File: config.mk
export PLATFORM = sky130hd
export DESIGN_NAME = uart_tx_arbiter
export DESIGN_NICKNAME = d
export VERILOG_FILES = /design/src/rtl/uart_tx_arbiter_pkg.sv /design/src/rtl/uart_tx_arbiter_rr_arbiter.sv /design/src/rtl/uart_tx_arbiter.sv
export SDC_FILE = /design/constraint.sdc
export NUM_CORES = 1
export LEC_CHECK = 0
export BUFFER_PORTS_ARGS = -buffer_cell sky130_fd_sc_hd__buf_2
export CAP_MARGIN = 20
export CORE_AREA = 2 2 52 103
export CTS_CLUSTER_SIZE = 24
export DETAILED_ROUTE_END_ITERATION = 7
export DIE_AREA = 0 0 54 105
export SYNTH_ARGS = -nofsm -noshare
export SYNTH_HDL_FRONTEND = slang
export SYNTH_HIERARCHICAL = 1
export SYNTH_SLANG_ARGS = --single-unit
File: constraint.sdc
create_clock -name clk -period 4.2 [get_ports clk]
set_clock_uncertainty 0.05 [all_clocks]
set_input_delay 0.63 -clock clk [delete_from_list [all_inputs] [get_ports clk]]
set_output_delay 0.63 -clock clk [all_outputs]
set_load 0.005 [all_outputs]
File: src/rtl/uart_tx_arbiter_pkg.sv
// Shared types and frame constants for the arbitrated UART transmitter.
package uart_tx_arbiter_pkg;

    // Transmit FSM states, in the order a frame walks through them.
    typedef enum logic [2:0] {
        ST_IDLE,
        ST_WAIT,
        ST_START,
        ST_DATA,
        ST_STOP
    } state_e;

    // Line levels for the framing bits; the idle level equals the stop level.
    localparam logic START_BIT = 1'b0;
    localparam logic STOP_LVL  = 1'b1;

endpackage

File: src/rtl/uart_tx_arbiter_rr_arbiter.sv
// Combinational round-robin picker: starting one past ptr_i, the first asserted
// request wins. Kept free of UART specifics so other arbiters can reuse it.
module rr_arbiter #(
    parameter int N  = 4,
    parameter int IW = $clog2(N)
) (
    input  logic [N-1:0]  req_i,
    input  logic [IW-1:0] ptr_i,
    output logic [N-1:0]  gnt_o,
    output logic [IW-1:0] idx_o,
    output logic          any_o
);

    int          cand;
    logic [IW-1:0] cand_idx;

    // Scan ptr+1, ptr+2, ... wrapping at N; the first hit is the winner.
    always_comb begin
        gnt_o    = '0;
        idx_o    = '0;
        any_o    = 1'b0;
        cand     = 0;
        cand_idx = '0;
        for (int k = 1; k <= N; k++) begin
            cand     = (int'(ptr_i) + k) % N;
            cand_idx = IW'(cand);
            if (!any_o && req_i[cand_idx]) begin
                any_o           = 1'b1;
                gnt_o[cand_idx] = 1'b1;
                idx_o           = cand_idx;
            end
        end
    end

endmodule

File: src/rtl/uart_tx_arbiter.sv
// Round-robin shared UART transmitter: accepts one byte per grant from
// NUM_REQ clients and sends it as 8N1/8N2, one bit per external baud_tick.
module uart_tx_arbiter
    import uart_tx_arbiter_pkg::*;
#(
    parameter int NUM_REQ   = 4,
    parameter int DATA_W    = 8,
    parameter int STOP_BITS = 1,
    localparam int IW       = $clog2(NUM_REQ)
) (
    input  logic                      clk,
    input  logic                      rst_n,
    input  logic                      baud_tick,
    input  logic [NUM_REQ-1:0]        req_valid,
    input  logic [NUM_REQ*DATA_W-1:0] req_data,
    output logic [NUM_REQ-1:0]        req_ready,
    output logic [IW-1:0]             grant_id,
    output logic                      busy,
    output logic                      tx
);

    localparam int            BW        = $clog2(DATA_W);
    localparam logic [BW-1:0] BIT_LAST  = BW'(DATA_W - 1);
    localparam logic          STOP_LAST = 1'(STOP_BITS - 1);

    state_e              state_q;
    logic [IW-1:0]       ptr_q;
    logic [IW-1:0]       grant_id_q;
    logic                busy_q;
    logic                tx_q;
    logic [BW-1:0]       bit_cnt_q;
    logic                stop_cnt_q;
    logic [DATA_W-1:0]   shift_q;

    logic [NUM_REQ-1:0]  arb_gnt;
    logic [IW-1:0]       arb_idx;
    logic                arb_any;
    logic                accept;
    logic [DATA_W-1:0]   sel_data;

    rr_arbiter #(
        .N  (NUM_REQ),
        .IW (IW)
    ) u_rr (
        .req_i (req_valid),
        .ptr_i (ptr_q),
        .gnt_o (arb_gnt),
        .idx_o (arb_idx),
        .any_o (arb_any)
    );

    // Ready is only offered in IDLE and never while reset is held.
    assign accept    = rst_n && (state_q == ST_IDLE) && arb_any;
    assign req_ready = accept ? arb_gnt : '0;
    assign grant_id  = grant_id_q;
    assign busy      = busy_q;
    assign tx        = tx_q;

    // Pick the byte slice belonging to the current winner.
    always_comb begin
        sel_data = '0;
        for (int i = 0; i < NUM_REQ; i++) begin
            if (arb_gnt[i]) begin
                sel_data = req_data[i*DATA_W +: DATA_W];
            end
        end
    end

    // Shift register: loaded on accept, advanced as each data bit is put on the line.
    always_ff @(posedge clk) begin
        if (accept) begin
            shift_q <= sel_data;
        end else if (baud_tick &&
                     ((state_q == ST_START) ||
                      ((state_q == ST_DATA) && (bit_cnt_q != BIT_LAST)))) begin
            shift_q <= shift_q >> 1;
        end
    end

    // Frame FSM with registered line, busy flag, grant index and RR pointer.
    always_ff @(posedge clk or negedge rst_n) begin
        if (!rst_n) begin
            state_q    <= ST_IDLE;
            ptr_q      <= IW'(NUM_REQ - 1);
            grant_id_q <= '0;
            busy_q     <= 1'b0;
            tx_q       <= STOP_LVL;
            bit_cnt_q  <= '0;
            stop_cnt_q <= 1'b0;
        end else begin
            case (state_q)
                ST_IDLE: begin
                    // A tick here is ignored; the start bit waits for the next one.
                    if (accept) begin
                        grant_id_q <= arb_idx;
                        ptr_q      <= arb_idx;
                        busy_q     <= 1'b1;
                        state_q    <= ST_WAIT;
                    end
                end
                ST_WAIT: begin
                    if (baud_tick) begin
                        tx_q    <= START_BIT;
                        state_q <= ST_START;
                    end
                end
                ST_START: begin
                    if (baud_tick) begin
                        tx_q      <= shift_q[0];
                        bit_cnt_q <= '0;
                        state_q   <= ST_DATA;
                    end
                end
                ST_DATA: begin
                    if (baud_tick) begin
                        if (bit_cnt_q == BIT_LAST) begin
                            tx_q       <= STOP_LVL;
                            stop_cnt_q <= 1'b0;
                            state_q    <= ST_STOP;
                        end else begin
                            tx_q      <= shift_q[0];
                            bit_cnt_q <= bit_cnt_q + BW'(1);
                        end
                    end
                end
                ST_STOP: begin
                    if (baud_tick) begin
                        if (stop_cnt_q == STOP_LAST) begin
                            busy_q  <= 1'b0;
                            state_q <= ST_IDLE;
                        end else begin
                            stop_cnt_q <= stop_cnt_q + 1'b1;
                        end
                    end
                end
                default: begin
                    busy_q  <= 1'b0;
                    tx_q    <= STOP_LVL;
                    state_q <= ST_IDLE;
                end
            endcase
        end
    end

endmodule
==> out/metrics.yaml, run 1 <==
antenna_found_initial: 0
crit_path_cell_trace: "inv_1 > ha_1 > inv_1 > a31oi_1 > o31ai_1 > a2111o_1 > and3_1 > buf_2"
mostFrequentLayoutCells: "buf_2 (46), nand2_1 (23), a21oi_1 (20), inv_1 (17), a31oi_1 (13)"
core_area_um2: 4865
vdd_ir_drop_max_mv: 0.3195
crit_path_end_kind: "primary output"
drive_gt1_share_pct: 25.10
tightestPinTransition_ns: 0.7502
insertion_delay_ns: 0.27
gp_congestion: 0.9918
antenna_cells: 0
setup_tns_ns: 0
netlist_instances: 219
synth_top_area_share_pct: 12.72
async_flop_share_pct: 60.00
cts_tree: "done"
clock.fmax_ghz: 0.2532
rows: 36
synth.distinct_cells: 47
overflow: 0
cts_made_buffers: 3
slew_headroom_pct: 49.88
synth.area.top_cells: "edfxtp_1 (13%), dfrtp_1 (12%), ha_1 (6.6%)"
synth_fp_nets: 268
fin_area_um2: 2162
dp_slack_ns: 0.4910
critPathKind: "reg2out"
layout_min_cycle_time_ns: 3.949
crit_family: "compound AO/OA/AOI/OAI gates"
vias: 1826
cts_root_buffer: "clkbuf_8"
syn_to_final_growth_pct: 14.44
setup_viol: 0
grt.total_usage_pct: 18.77
grt_pass1_vias: 1750
cp.buffers_inverters: 3
drv_cap: 0
fillers: 527
synth_seq_cells: 20
cts_max_path_buffers: 2
p_leak_nw: 0.9411
via_per_inst: 5.929
grt_max_degree: 22
syn_area_um2: 1889
status: "finished, final reports clean"
hold_path.class: "in2async"
worstPathMaxFanout: 21
synth_top_area_cell: "edfxtp_1"
rsz0062_at_grt: "false"
place_area_um2: 2092
drt_pass1_iterations: 4
fin_cells: 308
fin_nets: 301
ys_seq_area_share_pct: 28.81
dp_hpwl_um: 3890
cts_sinks: 20
avgSynthCellArea_um2: 8.627
cpMaxStageDelayCell: "dfstp_4"
die_y_um: 105
drv_slew: 0
cp_common_cell: "inv_1"
drt_wl_total_um: 5044
startpoint_type: "register"
synth_edf_count: 8
synth_ff_type: "dfrtp_1"
dieArea_um2: 5670
die_w_um: 54
hold_viol: 0
setup_ws_ns: 0.2512
initial_core_util_pct: 38.84
postRouteAntennaNets: 0
drc: 0
fin_crit_sh_pct: 94.02
slowest_delay_ns: 0.76
cp_data_arrival_time_ns: 3.27
grt_pass1_wl_um: 8135
regArea_um2: 548.0
io_pins: 47
dp.cells: 304
portBuffers: 46
htree_levels: 1
cp.required_ns: 3.52
drt_iter0_markers: 59
clk_pin_slew_worst_paths_ns: 0.08
multi_input_area_um2: 1167
layout_commonest_cell: "buf_2"
synth.yosys.warnings: 6
powerDensity_nw_per_um2: 649.3
routedWlPerCell_um: 16.38
utilization_pct: 44.44
power breakdown:
part	switching (W)	internal [W]	leakage, nW	total (W)
registers	0.0000885	0.000301	0.217	0.000390
logic	0.000466	0.000377	0.691	0.000843
clock network	0.0000672	0.000103	0.0339	0.000171
routing by layer:
metal	GRT usage [%]	up-vias	part of all wire (%)
met5	0	-	0
met3	1.571	8	3.4
li1	-	890	-
met1	22.51	880	40
met2	32.67	48	54
met4	7.321	0	2.2
per-stage QoR:
step                      power, W  hold WS, ns
final                     0.001404       0.1790
after global routing      0.001528       0.1912
after CTS                 0.001398       0.1915
after detailed placement  0.001225       0.4235
after global placement    0.001217       0.4159
after floorplan           0.001054       0.2844
repair_timing:
| action | 4_1_cts | 5_1_grt |
|---|---|---|
| hold buffers | 0 | 0 |
| setup endpoints to repair | 0 | 1 |
| setup buffers | 0 | 0 |
| gates resized for setup | 0 | 1 |
| endpoints found under the hold margin | 0 | 0 |
path summary, 6_finish.rpt:
| kind | start | endpoint | slack (ns) | cells after the start |
|---|---|---|---|---|
| min in group clk | grant_id[0] | grant_id[0] | 0.44 | 1 |
| min | rst_n | state_q[1] | 0.18 | 1 |
| min reg2reg | grant_id[0] | grant_id[0] | 0.44 | 1 |
| max in group asynchronous | rst_n | ptr_q[1] | 3.65 | 1 |
| max reg2reg | ptr_q[0] | shift_q[0] | 0.64 | 9 |
| max | ptr_q[0] | req_ready[1] | 0.25 | 8 |
state kept, by name (all words and copies together), names as in the netlist:
name,count
state_q,3
shift_q,8
tx,1
ptr_q,2
bit_cnt_q,3
grant_id,2
busy,1
cell families after synthesis:
family / after synthesis / synth area share [%]
AO/OA/AOI/OAI: 72 / 26.82
AND/OR/NAND/NOR: 69 / 20.66
buffers and inverters: 37 / 9.403
flip-flops: 20 / 28.81
multiplexers: 11 / 7.682
adder cells (fa/ha/maj): 10 / 6.623
cell usage after synthesis, types with 2 or more instances:
cell	n
nand2_1	23
a21oi_1	20
inv_1	17
a31oi_1	13
ha_1	10
nand3b_1	10
dfrtp_1	9
a221o_1	8
clkbuf_1	8
edfxtp_1	8
buf_2	7
o21ai_0	7
nand4_1	6
nor2_1	5
a2111o_1	4
a211oi_1	4
and3_1	4
buf_6	4
mux2i_1	4
nand2b_1	4
nor3_1	4
o31ai_1	4
or3_1	4
a22o_1	3
dfstp_2	3
mux2_1	3
mux4_2	2
o211a_1	2
layout make-up:
type / count / share of cell area [%]
multi-input cells: 162 / 53.99
flip-flops and latches: 20 / 25.35
repair buffers: 48 / 11.34
well taps: 57 / 3.299
clock buffers: 4 / 3.067
inverters: 17 / 2.951
worst reg2reg max path: stages (launching register included):
cell,delay [ns]
dfstp_4,0.76
inv_1,0.14
ha_1,0.50
inv_1,0.20
a31oi_1,0.35
o31ai_1,0.11
a2111o_1,0.57
nand3b_1,0.25
a221o_1,0.31
a31oi_1,0.17
Note: power is estimated with default switching activity, not from simulation.
==> run 2: changes to the inputs <==
RECOVER_POWER = 25   (was default)
==> run 2 against run 1 <==
Sequential share of layout area barely moved. Final cell count did not move. Highest routed layer unchanged. Clock power barely moved. Setup slack barely moved. Flip-flop and latch count did not move. Largest cell class unchanged. Largest power group unchanged.
==> out/metrics.yaml, run 2 (synthesis results as in run 1) <==
status: "finished, final reports clean"
core_area_um2: 4865  # unchanged
cp_data_arrival_time_ns: 3.27  # about the same
wl_met3_um: 171  # -0.58%
via_per_inst: 5.932  # about the same
highest_layer: "met4"
tightestPinTransition_ns: 0.7502  # +0.0000001192 ns
clock.fmax_ghz: 0.2532  # unchanged
cpMaxStageDelayCell: "dfstp_4"
layout_commonest_cell: "buf_2"
p_leak_nw: 0.9384  # -0.29%
hold_buffers: 0  # unchanged
vdd_ir_drop_max_mv: 0.3195  # about the same
drv_slew: 0  # unchanged
drt_iter0_markers: 59  # unchanged
r2r.worst_path.cells: 9  # unchanged
clk_pin_slew_worst_paths_ns: 0.08  # about the same
top_register: "shift_q"
die_w_um: 54  # unchanged
drt-met1-wl_um: 2029  # unchanged
startpoint_type: "register"
setup_viol: 0  # unchanged
routedWlPerCell_um: 16.37  # about the same
cts_max_path_buffers: 2  # unchanged
antenna_found_initial: 0  # unchanged
setup_tns_ns: 0  # unchanged
cp_common_cell: "inv_1"
grt_pass1_vias: 1750  # unchanged
initial_core_util_pct: 38.84  # unchanged
drv_cap: 0  # unchanged
htree_levels: 1  # unchanged
rows: 36  # unchanged
hold_viol: 0  # unchanged
dieArea_um2: 5670  # unchanged
place_area_um2: 2092  # unchanged
dp_hpwl_um: 3890  # unchanged
cts_made_buffers: 3  # unchanged
layout_min_cycle_time_ns: 3.949  # -0.000004000 ns
worstPathMaxFanout: 21  # unchanged
powerDensity_nw_per_um2: 649.6  # about the same
grt_pass1_wl_um: 8135  # unchanged
die_y_um: 105  # unchanged
slew_headroom_pct: 49.88  # unchanged
dr_wl_met2_um: 2728  # about the same
insertion_delay_ns: 0.27  # about the same
syn_to_final_growth_pct: 14.37  # about the same
largest_register_ff_count: 8  # unchanged
drc: 0  # unchanged
vias: 1827  # +0.055%
gp_congestion: 0.9918  # unchanged
cp.required_ns: 3.52  # about the same
antenna_cells: 0  # unchanged
cts_sinks: 20  # unchanged
portBuffers: 46  # unchanged
fin_nets: 301  # unchanged
crit_path_cell_trace: "inv_1 > ha_1 > inv_1 > a31oi_1 > o31ai_1 > a2111o_1 > and3_1 > buf_2"
hold_path.class: "in2async"
cts_tree: "done"
fin_crit_sh_pct: 94.02  # about the same
grt_max_degree: 22  # unchanged
drt_wl_total_um: 5041  # about the same
cts_root_buffer: "clkbuf_8"
overflow: 0  # unchanged
mostFrequentLayoutCells: "buf_2 (45), nand2_1 (23), a21oi_1 (20), inv_1 (17), a31oi_1 (13)"
io_pins: 47  # unchanged
slowest_delay_ns: 0.76  # about the same
drive_gt1_share_pct: 24.70  # -0.40 points
rsz0062_at_grt: "false"
grt.total_usage_pct: 18.77  # unchanged
critPathKind: "reg2out"
drt_pass1_iterations: 4  # unchanged
largestRegisters: "shift_q: 8 flops, bit_cnt_q: 3 flops, state_q: 3 flops"
postRouteAntennaNets: 0  # unchanged
power.total_w: 0.001404  # about the same
fin_area_um2: 2161  # about the same
crit_path_end_kind: "primary output"
[run 2: cell types whose count changed in the layout (fill, tap and decap cells not counted), sizes merged]
cell | previous run | this run
buf | 48 | 47
clkbuf | 4 | 5
[run 2: worst paths after layout]
check | from | endpoint | slack [ns]
min reg2reg | grant_id[0] | grant_id[0] | 0.44
max reg2reg | ptr_q[0] | shift_q[0] | 0.64
min | rst_n | state_q[1] | 0.32
max | ptr_q[0] | req_ready[1] | 0.25
min in group clk | grant_id[0] | grant_id[0] | 0.44
max in group asynchronous | rst_n | state_q[0] | 3.36
[run 2: per-stage QoR]
step	std cells	hold slack (ns)	util (%)	setup WS [ns]
5_1_grt	308	0.3748	44.42	0.07229
6_report	308	0.3155	44.42	0.2512
2_1_floorplan	219	0.2844	-	0.5846
3_3_place_gp	304	0.4159	43.00	0.5622
3_5_place_dp	304	0.4235	43.00	0.4910
4_1_cts	308	0.1915	44.37	0.1947
[run 2: layout make-up]
cell class                      count  area, µm²
Fill cell                         526       2704
Multi-Input combinational cell    162       1167
Sequential cell                    20      548.0
Timing Repair Buffer               48      244.0
Tap cell                           57      71.32
Clock buffer                        4      66.31
Inverter                           17      63.81
[run 2: per-layer routing]
| layer | track usage, % | vias up |
|---|---|---|
| met1 | 22.51 | 881 |
| met3 | 1.571 | 8 |
| li1 | - | 890 |
| met2 | 32.67 | 48 |
| met5 | 0 | - |
| met4 | 7.321 | 0 |
[run 2: report_power, final]
| part | internal (W) | total, W | switching, W |
|---|---|---|---|
| registers | 0.000301 | 0.000390 | 0.0000885 |
| clock network | 0.000103 | 0.000171 | 0.0000672 |
| logic | 0.000377 | 0.000843 | 0.000466 |
| total | 0.000782 | 0.00140 | 0.000622 |
[run 2: timing repair]
item / 4_1_cts / 5_1_grt
setup endpoints to repair: 0 / 1
gates resized for setup: 0 / 1
setup buffers: 0 / 0
[run 2: worst max-delay path, delay by kind of cell (launching register included)]
family,cells,cell delay (ns)
buf+inv,3,0.44
simple gates,1,0.26
compound gates,3,1.03
flops,1,0.76
fa+ha+maj,1,0.50
